===== src/rtl/split_pkg.sv =====
// Shared types and defaults for the split router: select encoding and payload width.
package split_pkg;

  localparam int unsigned WIDTH_DEFAULT = 33;

  typedef enum logic {
    SEL_A = 1'b0,
    SEL_B = 1'b1
  } sel_t;

  typedef logic [WIDTH_DEFAULT-1:0] payload_t;

endpackage


===== src/rtl/split_fifo.sv =====
// Small synchronous FIFO with a registered head; full is derived from registered occupancy only.
module split_fifo #(
  parameter int unsigned WIDTH = 33,
  parameter int unsigned DEPTH = 2
) (
  input  logic             clk,
  input  logic             reset,
  input  logic             push,
  input  logic [WIDTH-1:0] push_data,
  output logic             full,
  input  logic             pop,
  output logic             head_valid,
  output logic [WIDTH-1:0] head_data
);

  localparam int unsigned PTR_W = $clog2(DEPTH);
  localparam int unsigned OCC_W = PTR_W + 1;

  logic [WIDTH-1:0] mem_q [DEPTH];
  logic [PTR_W-1:0] wr_ptr_q, wr_ptr_d;
  logic [PTR_W-1:0] rd_ptr_q, rd_ptr_d;
  logic [OCC_W-1:0] occ_q, occ_d;
  logic             push_en, pop_en;

  assign full       = (occ_q == OCC_W'(DEPTH));
  assign head_valid = (occ_q != '0);
  assign head_data  = mem_q[rd_ptr_q];

  always_comb begin
    push_en  = push && !full;
    pop_en   = pop && head_valid;
    wr_ptr_d = push_en ? wr_ptr_q + 1'b1 : wr_ptr_q;
    rd_ptr_d = pop_en ? rd_ptr_q + 1'b1 : rd_ptr_q;
    occ_d    = occ_q;
    if (push_en && !pop_en) begin
      occ_d = occ_q + 1'b1;
    end else if (pop_en && !push_en) begin
      occ_d = occ_q - 1'b1;
    end
  end

  // Storage is cleared on reset so the head reads zero while empty after reset.
  always_ff @(posedge clk) begin
    if (reset) begin
      wr_ptr_q <= '0;
      rd_ptr_q <= '0;
      occ_q    <= '0;
      for (int unsigned i = 0; i < DEPTH; i++) begin
        mem_q[i] <= '0;
      end
    end else begin
      wr_ptr_q <= wr_ptr_d;
      rd_ptr_q <= rd_ptr_d;
      occ_q    <= occ_d;
      if (push_en) begin
        mem_q[wr_ptr_q] <= push_data;
      end
    end
  end

endmodule


===== src/rtl/split_router.sv =====
// Joins one data token with one select token and routes the payload to per-port FIFOs A or B.
module split_router
  import split_pkg::*;
#(
  parameter int unsigned WIDTH = WIDTH_DEFAULT,
  parameter int unsigned DEPTH = 2,
  parameter int unsigned CNT_W = 16
) (
  input  logic             clk,
  input  logic             reset,
  input  logic             s_valid,
  input  logic             s_data,
  output logic             s_ready,
  input  logic             i_valid,
  input  logic [WIDTH-1:0] i_data,
  output logic             i_ready,
  output logic             a_valid,
  output logic [WIDTH-1:0] a_data,
  input  logic             a_ready,
  output logic             b_valid,
  output logic [WIDTH-1:0] b_data,
  input  logic             b_ready,
  output logic [CNT_W-1:0] count_a,
  output logic [CNT_W-1:0] count_b
);

  sel_t             target;
  logic             fire, push_a, push_b, full_a, full_b, pop_a, pop_b;
  logic [CNT_W-1:0] cnt_a_q, cnt_a_d, cnt_b_q, cnt_b_d;

  // Space uses registered occupancy only, so ready never depends on a_ready/b_ready.
  always_comb begin
    target = sel_t'(s_data);
    fire   = s_valid && i_valid && !reset &&
             ((target == SEL_A) ? !full_a : !full_b);
    push_a = fire && (target == SEL_A);
    push_b = fire && (target == SEL_B);
  end

  assign s_ready = fire;
  assign i_ready = fire;

  split_fifo #(.WIDTH(WIDTH), .DEPTH(DEPTH)) u_fifo_a (
    .clk       (clk),
    .reset     (reset),
    .push      (push_a),
    .push_data (i_data),
    .full      (full_a),
    .pop       (a_ready),
    .head_valid(a_valid),
    .head_data (a_data)
  );

  split_fifo #(.WIDTH(WIDTH), .DEPTH(DEPTH)) u_fifo_b (
    .clk       (clk),
    .reset     (reset),
    .push      (push_b),
    .push_data (i_data),
    .full      (full_b),
    .pop       (b_ready),
    .head_valid(b_valid),
    .head_data (b_data)
  );

  always_comb begin
    pop_a   = a_valid && a_ready;
    pop_b   = b_valid && b_ready;
    cnt_a_d = pop_a ? cnt_a_q + 1'b1 : cnt_a_q;
    cnt_b_d = pop_b ? cnt_b_q + 1'b1 : cnt_b_q;
  end

  always_ff @(posedge clk) begin
    if (reset) begin
      cnt_a_q <= '0;
      cnt_b_q <= '0;
    end else begin
      cnt_a_q <= cnt_a_d;
      cnt_b_q <= cnt_b_d;
    end
  end

  assign count_a = cnt_a_q;
  assign count_b = cnt_b_q;

endmodule


===== config.mk =====
export PLATFORM = sky130hd
export DESIGN_NAME = split_router
export DESIGN_NICKNAME = d
export VERILOG_FILES = /design/src/rtl/split_pkg.sv /design/src/rtl/split_fifo.sv /design/src/rtl/split_router.sv
export SDC_FILE = /design/constraint.sdc
export NUM_CORES = 1
export LEC_CHECK = 0
export ABC_AREA = 1
export CORE_UTILIZATION = 58
export CTS_BUF_LIST = sky130_fd_sc_hd__clkbuf_8
export DETAILED_ROUTE_END_ITERATION = 8
export PLACE_DENSITY = 0.91
export RECOVER_POWER = 50
export SETUP_SLACK_MARGIN = 0.2
export SLEW_MARGIN = 30
export SYNTH_ARGS = -nofsm -noshare
export SYNTH_HDL_FRONTEND = slang
export SYNTH_SLANG_ARGS = --single-unit

===== constraint.sdc =====
create_clock -name clk -period 4.8 [get_ports clk]
set_clock_uncertainty 0.2 [all_clocks]
set_input_delay 1.44 -clock clk [delete_from_list [all_inputs] [get_ports clk]]
set_output_delay 1.44 -clock clk [all_outputs]
set_load 0.01 [all_outputs]

==> metrics.md, run 1 <==
| Metric | Value |
|---|---|
| Status | `finished, violations left` |
| Failing checks | `max-capacitance violations, max-slew violations` |
| Post-CTS Setup Inserts | `0` |
| CTS tree | `yes` |
| Design area | `9409 um^2` |
| DRC Markers | `0` |
| Fillers | `823` |
| Hold Violations, Final | `0` |
| Seq pwr share | `54.8%` |
| Netlist cell types | `32` |
| Worst slew margin | `-1.225%` |
| Syn Nets | `721` |
| Worst Tran Pin Value | `1518 ps` |
| Pre-antenna DRT Iters | `5` |
| Cell leakage power | `3.762 nW` |
| Worst-path cell with the longest stage delay | `dlygate4sd3_1` |
| Comb pwr share | `14.3%` |
| Synth Register Bits | `174` |
| Nature of the critical path endpoint | `output port` |
| FP Rows | `41` |
| CP startpoint kind | `input pin` |
| Final worst path period share | `94.17%` |
| Worst-path maximum fanout | `3` |
| Gpl congestion | `0.8808` |
| Unrepaired setup endpoints after global routing | `false` |
| Max Cap Viol | `1` |
| Top delay family on crit path | `buffers and inverters` |
| Area of the multi-input gates | `2257 um^2` |
| Register area | `4807 um^2` |
| Post-DRT Antenna Nets | `0` |
| WP data arrival | `2880 ps` |
| ANT cells | `0` |
| Clk_lat worst skew | `450 ps` |
| HPWL after detailed placement | `11,380 um` |
| Nets@finish | `863` |
| Routed WL per cell | `16.62 um` |
| Die span in x | `116.3 um` |
| Fraction of registers with async set/reset | `0%` |
| Ys flop type | `edfxtp_1` |
| PwrDens | `337.5 nW/um^2` |
| Area Overhead vs Synth | `24.26%` |
| Syn Area/Cell | `11.19 um^2` |
| Chip Height | `116.3 um` |
| Total CTS buffers | `17` |
| Min-delay worst type | `flip-flop to flip-flop` |
| Root Driver | `clkbuf_8` |
| CP max stage delay | `600 ps` |
| CTS sink cnt | `174` |
| Crit path time final | `4520 ps` |
| Share of layout cells above drive strength 1 | `13.94%` |
| Sw Pwr | `0.0007487 W` |
| Buf+Inv Stages, Crit Path | `3` |
| Slew Viols, Final | `35` |
| First-pass GRT wire length | `25,810 um` |
| Worst-case clock buffer depth | `2` |
| Internal power | `0.002427 W` |
| Vias per inst | `5.316` |
| Reg clk slew, reported paths | `70 ps` |
| Peak Freq | `221.2 MHz` |
| Routed wire length | `16,690 um` |
| Dpl cell area | `9089 um^2` |
| Worst-path cell chain | `dlygate4sd3_1, clkinv_4, nand3_4, a21oi_2, clkdlybuf4s50_1` |
| Core area | `12,670 um^2` |
| Sequential area share after synthesis | `63.45%` |
| Worst VDD drop | `0.1512 mV` |
| All-Layer GR Usage | `25.55%` |
| Starting Density | `59.76%` |
| Crit path kind | `input pin to output port` |
| Routed vias | `5,337` |
| Final Util | `74.26%` |
| Vias in the first global route | `5,333` |
| Post-Syn Area | `7572 um^2` |
| Grt total ovfl | `0` |
| Die ar. | `13,520 um^2` |
| Cts hold-fix bufs | `0` |
| Final setup viols | `0` |
| Io pins | `142` |
| Initial antenna violation count | `0` |
| Ys Warns | `0` |
| Largest net degree at the start of global routing | `35` |
| Final setup TNS | `0 ps` |
| DRT iter0 DRCs | `430` |
| H-tree level count | `4` |
| Clock power share | `30.9%` |
| PortBufs | `141` |
| Number of synthesized flops with an enable pin | `132` |
| Switching share of total power | `23.58%` |
| Post-Syn Instances | `677` |
| Worst EP required | `3160 ps` |
-- final cells by class --
| cell class | count | share of cell area [%] |
|---|---|---|
| sequential | 174 | 51.09 |
| tap | 172 | 2.287 |
| multi-input combinational | 408 | 23.99 |
| inverter | 69 | 2.806 |
| timing repair buffer | 149 | 15.86 |
| clock inverter | 15 | 1.476 |
| clock buffer | 17 | 2.487 |
-- synth_stat cells (4+ instances only) --
cell      count  area share, %
nor3_1        6           0.40
nand4_1       7           0.58
o21ai_0      17            1.1
inv_1        65            3.2
dfxtp_1      42             11
edfxtp_1    132             52
nand3_1      12           0.79
buf_2         7           0.46
a21oi_1      25            1.7
nand2_1      59            2.9
buf_6        13            1.9
nor2_1      181            9.0
nand2_4       4           0.59
mux2_2       66            9.8
nor2_2        5           0.41
ha_1          4           0.66
-- stage by stage --
| step | hold WS, ps | setup WS [ps] | power [W] | instances |
|---|---|---|---|---|
| 2_1_floorplan | 225.5 | 1020 | 0.001991 | 677 |
| 3_3_place_gp | 227.3 | 331.5 | 0.002214 | 972 |
| 3_5_place_dp | 250.0 | 296.9 | 0.002233 | 972 |
| 4_1_cts | 263.7 | 281.7 | 0.003195 | 1004 |
| 5_1_grt | 296.4 | 218.9 | 0.003279 | 1004 |
| 6_report | 262.5 | 279.9 | 0.003175 | 1004 |
-- state kept, by name, indices dropped and copies added, names as in the netlist, 2 cells and up, named ones only --
name	flops
u_fifo_b.mem_q	66
count_a	16
u_fifo_b.occ_q	2
count_b	16
u_fifo_a.occ_q	2
u_fifo_a.mem_q	66
-- final timing paths --
check                    start               endpoint  slack (ps)  depth (start not counted)
max                      reset                i_ready         280                          5
min          u_fifo_b.rd_ptr_q              flip-flop         260                          1
max reg2reg  u_fifo_a.occ_q[1]  u_fifo_a.mem_q[0][30]        1570                          6
min reg2reg  u_fifo_b.rd_ptr_q              flip-flop         260                          1
-- worst register-to-register path, delay by kind of cell (launching register included) --
kind | cells | cell delay [ps]
buf+inv | 2 | 440
compound gates | 1 | 230
simple gates | 3 | 1760
flops | 1 | 340
-- routing by layer --
metal  track usage, %  wire length, um  vias to the layer above  part of all wire [%]
li1                 -                -                     2541                     -
met1            29.97             6742                     2597                    40
met2            45.09             8517                      174                    51
met3            6.539             1130                       25                   6.8
met4            9.658              300                        0                   1.8
met5                0                0                        -                     0
-- cells by family (layout without fill, tap and decap cells) --
group | count (synthesis) | in the layout | synth area share, %
and+or+nand+nor | 282 | 282 | 15.73
AOI/OAI and AO/OA | 53 | 53 | 3.767
adders and majority gates | 4 | 4 | 0.6610
DFF | 174 | 174 | 63.45
xor gates and xnor gates | 3 | 3 | 0.3471
muxes | 66 | 66 | 9.815
buffers and inverters | 95 | 250 | 6.229
-- timing repair --
action,CTS,global route
endpoints found under the setup margin,0,1
gates resized for setup,0,1
hold endpoints to repair,0,0
-- cell usage in the layout (no fill, tap or decap) --
cell type        count
o21ai_1              2
o21bai_1             3
edfxtp_1           132
and3_1               1
nand3_4              1
clkbuf_1             1
dlygate4sd3_1       35
buf_12               2
inv_1               70
a21oi_2              1
nand3_1             13
buf_4                5
dfxtp_2              2
clkinv_1             4
o21a_1               3
xor2_1               3
o21ai_0             18
nand4_1              7
a21oi_1             24
nor2_2               4
ha_1                 4
a31oi_1              1
mux2_2              66
clkbuf_8            17
clkinv_2             3
nor2_1             184
bufinv_16            3
nor2_4               1
nor3_1               6
nand2_1             59
clkdlybuf4s50_1    106
o21ai_2              1
clkinv_4             1
dfxtp_1             40
nand2_2              6
inv_2                3
-- power by group through the flow --
stage	Clock (W)	Combinational (W)	Sequential [W]
6_report	0.000980	0.000454	0.00174
5_1_grt	0.00104	0.000486	0.00175
4_1_cts	0.000993	0.000460	0.00174
2_1_floorplan	0	0.000253	0.00174
3_5_place_dp	0	0.000457	0.00178
3_3_place_gp	0	0.000444	0.00177
Note: power is estimated with default switching activity, not from simulation.
==> run 2, diff against run 1 <==
--- a/config.mk
+++ b/config.mk
@@ -6,7 +6,9 @@
 export NUM_CORES = 1
 export LEC_CHECK = 0
 export ABC_AREA = 1
-export CORE_UTILIZATION = 58
+export CELL_PAD_IN_SITES_DETAIL_PLACEMENT = 0
+export CELL_PAD_IN_SITES_GLOBAL_PLACEMENT = 1
+export CORE_UTILIZATION = 46
 export CTS_BUF_LIST = sky130_fd_sc_hd__clkbuf_8
 export DETAILED_ROUTE_END_ITERATION = 8
 export PLACE_DENSITY = 0.91
==> run 2 against run 1 <==
The flow finishes with violations (max-capacitance violations). Sequential share of layout area is 0.46 points lower. Hold slack worse by 7.7 ps. Clock-buffer cell count stayed put. Cell count is 4.1% higher. Fmax is 0.77% lower. Via count is 2.2% lower. Total power is 3.8% higher. Sequential power hardly changed. Sequential cell count stayed put. Critical path depth stayed put. Critical path type unchanged. Critical endpoint unchanged.
==> metrics.md, run 2 (synthesis results as in run 1) <==
| Metric | Value |
|---|---|
| Pre-antenna DRT Iters | `5 (unchanged)` |
| Status | `finished, violations left` |
| Final setup TNS | `0 ps (unchanged)` |
| Cts hold-fix bufs | `0 (unchanged)` |
| Initial antenna violation count | `1 (+1)` |
| WP data arrival | `2920 ps (+40 ps)` |
| FP Rows | `46 (+12%)` |
| Crit Reg-Reg Startpoint | `u_fifo_b.occ_q[1]` |
| Non-filler cells, final | `1,045 (+4.1%)` |
| PortBufs | `141 (unchanged)` |
| Cell leakage power | `3.724 nW (-1.0%)` |
| Min-delay worst type | `flip-flop to flip-flop` |
| Area Overhead vs Synth | `25.38%` |
| Core area | `16,000 um^2 (+26%)` |
| Peak Freq | `219.5 MHz (-0.77%)` |
| Starting Density | `47.33% (-12 points)` |
| All-Layer GR Usage | `19.48% (-6.1 points)` |
| Worst-case clock buffer depth | `2 (unchanged)` |
| Share of layout cells above drive strength 1 | `13.99% (+0.050 points)` |
| Post-DRT Antenna Nets | `0 (unchanged)` |
| First-pass GRT wire length | `24,630 um (-4.6%)` |
| Chip Height | `130.3 um (+12%)` |
| R2R depth | `6 (unchanged)` |
| Routed WL per cell | `15.51 um (-6.7%)` |
| Top flop regs | `u_fifo_a.mem_q x66, u_fifo_b.mem_q x66` |
| Total CTS buffers | `17 (unchanged)` |
| ANT cells | `0 (unchanged)` |
| Fillers | `1,343 (+63%)` |
| Worst-path maximum fanout | `3 (unchanged)` |
| Failing checks | `max-capacitance violations` |
| Routed wire length | `16,210 um (-2.9%)` |
| Register area | `4807 um^2 (unchanged)` |
| Final worst path period share | `94.90% (+0.73 points)` |
| Post-CTS sizing | `0 (unchanged)` |
| CTS sink cnt | `174 (unchanged)` |
| Largest net degree at the start of global routing | `35 (unchanged)` |
| Top delay family on crit path | `buffers and inverters` |
| Crit path time final | `4555 ps (+34.86 ps)` |
| DRC Markers | `0 (unchanged)` |
| Worst VDD drop | `0.2006 mV (+33%)` |
| Vias in the first global route | `4,977 (-6.7%)` |
| Post-CTS Setup Inserts | `0 (unchanged)` |
| CP max stage delay | `600 ps (about the same)` |
| Worst-path cell chain | `dlygate4sd3_1, clkinv_4, nand3_4, a21oi_1, clkdlybuf4s50_1` |
| Worst R2R Setup Slack | `1570 ps (about the same)` |
| Hold Crit Start | `u_fifo_a.rd_ptr_q` |
| Buf+Inv Stages, Crit Path | `3 (unchanged)` |
| Die ar. | `16,980 um^2 (+26%)` |
| Hold Path Cell Cnt | `1 (unchanged)` |
| PwrDens | `347.1 nW/um^2 (+2.8%)` |
| Vias per inst | `4.997 (-6.0%)` |
| Grt total ovfl | `0 (unchanged)` |
| Commonest non-fill, non-tap cell in the layout | `nor2_1` |
| Final setup viols | `0 (unchanged)` |
| Hold Violations, Final | `0 (unchanged)` |
| Routed vias | `5,222 (-2.2%)` |
| Io pins | `142 (unchanged)` |
| Unrepaired setup endpoints after global routing | `false` |
| Worst EP required | `3160 ps (about the same)` |
| CTS tree | `yes` |
| Placed cells | `1,013 (+4.2%)` |
| Clk_lat worst skew | `460 ps (about the same)` |
| HPWL after detailed placement | `10,890 um (-4.4%)` |
| Gpl congestion | `0.8230 (-6.6%)` |
| Crit path kind | `input pin to output port` |
| Reg clk slew, reported paths | `80 ps (about the same)` |
| H-tree level count | `4 (unchanged)` |
| Area of the multi-input gates | `2261 um^2 (+0.17%)` |
| Die span in x | `130.3 um (+12%)` |
| Slew Viols, Final | `0 (-100%)` |
| Worst Tran Pin Value | `1497 ps (-21.86 ps)` |
| CP startpoint | `reset` |
| Reg-to-reg endpoint | `u_fifo_b.mem_q[0][29]` |
| Max Cap Viol | `1 (unchanged)` |
| Root Driver | `clkbuf_8` |
| DRT iter0 DRCs | `365 (-15%)` |
| Nature of the critical path endpoint | `output port` |
| CP startpoint kind | `input pin` |
| Worst slew margin | `0.2322% (+1.5 points)` |
| Worst-path cell with the longest stage delay | `dlygate4sd3_1` |
| Nets@finish | `860 (-0.35%)` |
| Most frequent cells in the layout | `nor2_1, edfxtp_1, clkdlybuf4s50_1, inv_1, mux2_2` |
-- run 2: layout make-up --
class                      instances  area share (%)
sequential                       174           50.63
clock inverter                    15           2.109
clock buffer                      17           2.464
multi-input combinational        408           23.81
inverter                          69           2.781
timing repair buffer             146           15.35
tap                              216           2.847
-- run 2: stage by stage --
| stage | worst slack, ps | area (um^2) | util (%) | power, W | hold slack, ps |
|---|---|---|---|---|---|
| final | 245.0 | 9494 | 59.34 | 0.003295 | 254.9 |
| after global routing | 175.3 | 9494 | 59.34 | 0.003410 | 299.5 |
| after CTS | 293.8 | 9543 | 59.64 | 0.003320 | 251.7 |
| after detailed placement | 292.6 | 9109 | 56.93 | 0.002232 | 235.5 |
| after global placement | 320.9 | 9109 | 56.93 | 0.002217 | 228.5 |
| after floorplan | 1020 | 7572 | - | 0.001991 | 225.5 |
-- run 2: where the power goes --
part / internal, W / switching [W]
sequential: 0.00168 / 0.0000594
clock: 0.000609 / 0.000499
combinational: 0.000247 / 0.000199
-- run 2: metal layers --
| layer | GRT usage [%] | vias up | wire [um] |
|---|---|---|---|
| met5 | 0 | - | 13 |
| met4 | 5.951 | 2 | 174 |
| met3 | 5.576 | 17 | 1029 |
| met2 | 32.60 | 159 | 7887 |
| met1 | 24.43 | 2514 | 7106 |
| li1 | - | 2530 | - |
-- run 2: worst max path at each step --
| stage | to | slack, ps | depth (start not counted) |
|---|---|---|---|
| finish | i_ready | 240 | 5 |
| global route | i_ready | 180 | 5 |
| CTS | i_ready | 290 | 5 |
| detailed placement | i_ready | 290 | 5 |
| global placement | s_ready | 320 | 5 |
| floorplan | s_ready | 1020 | 5 |
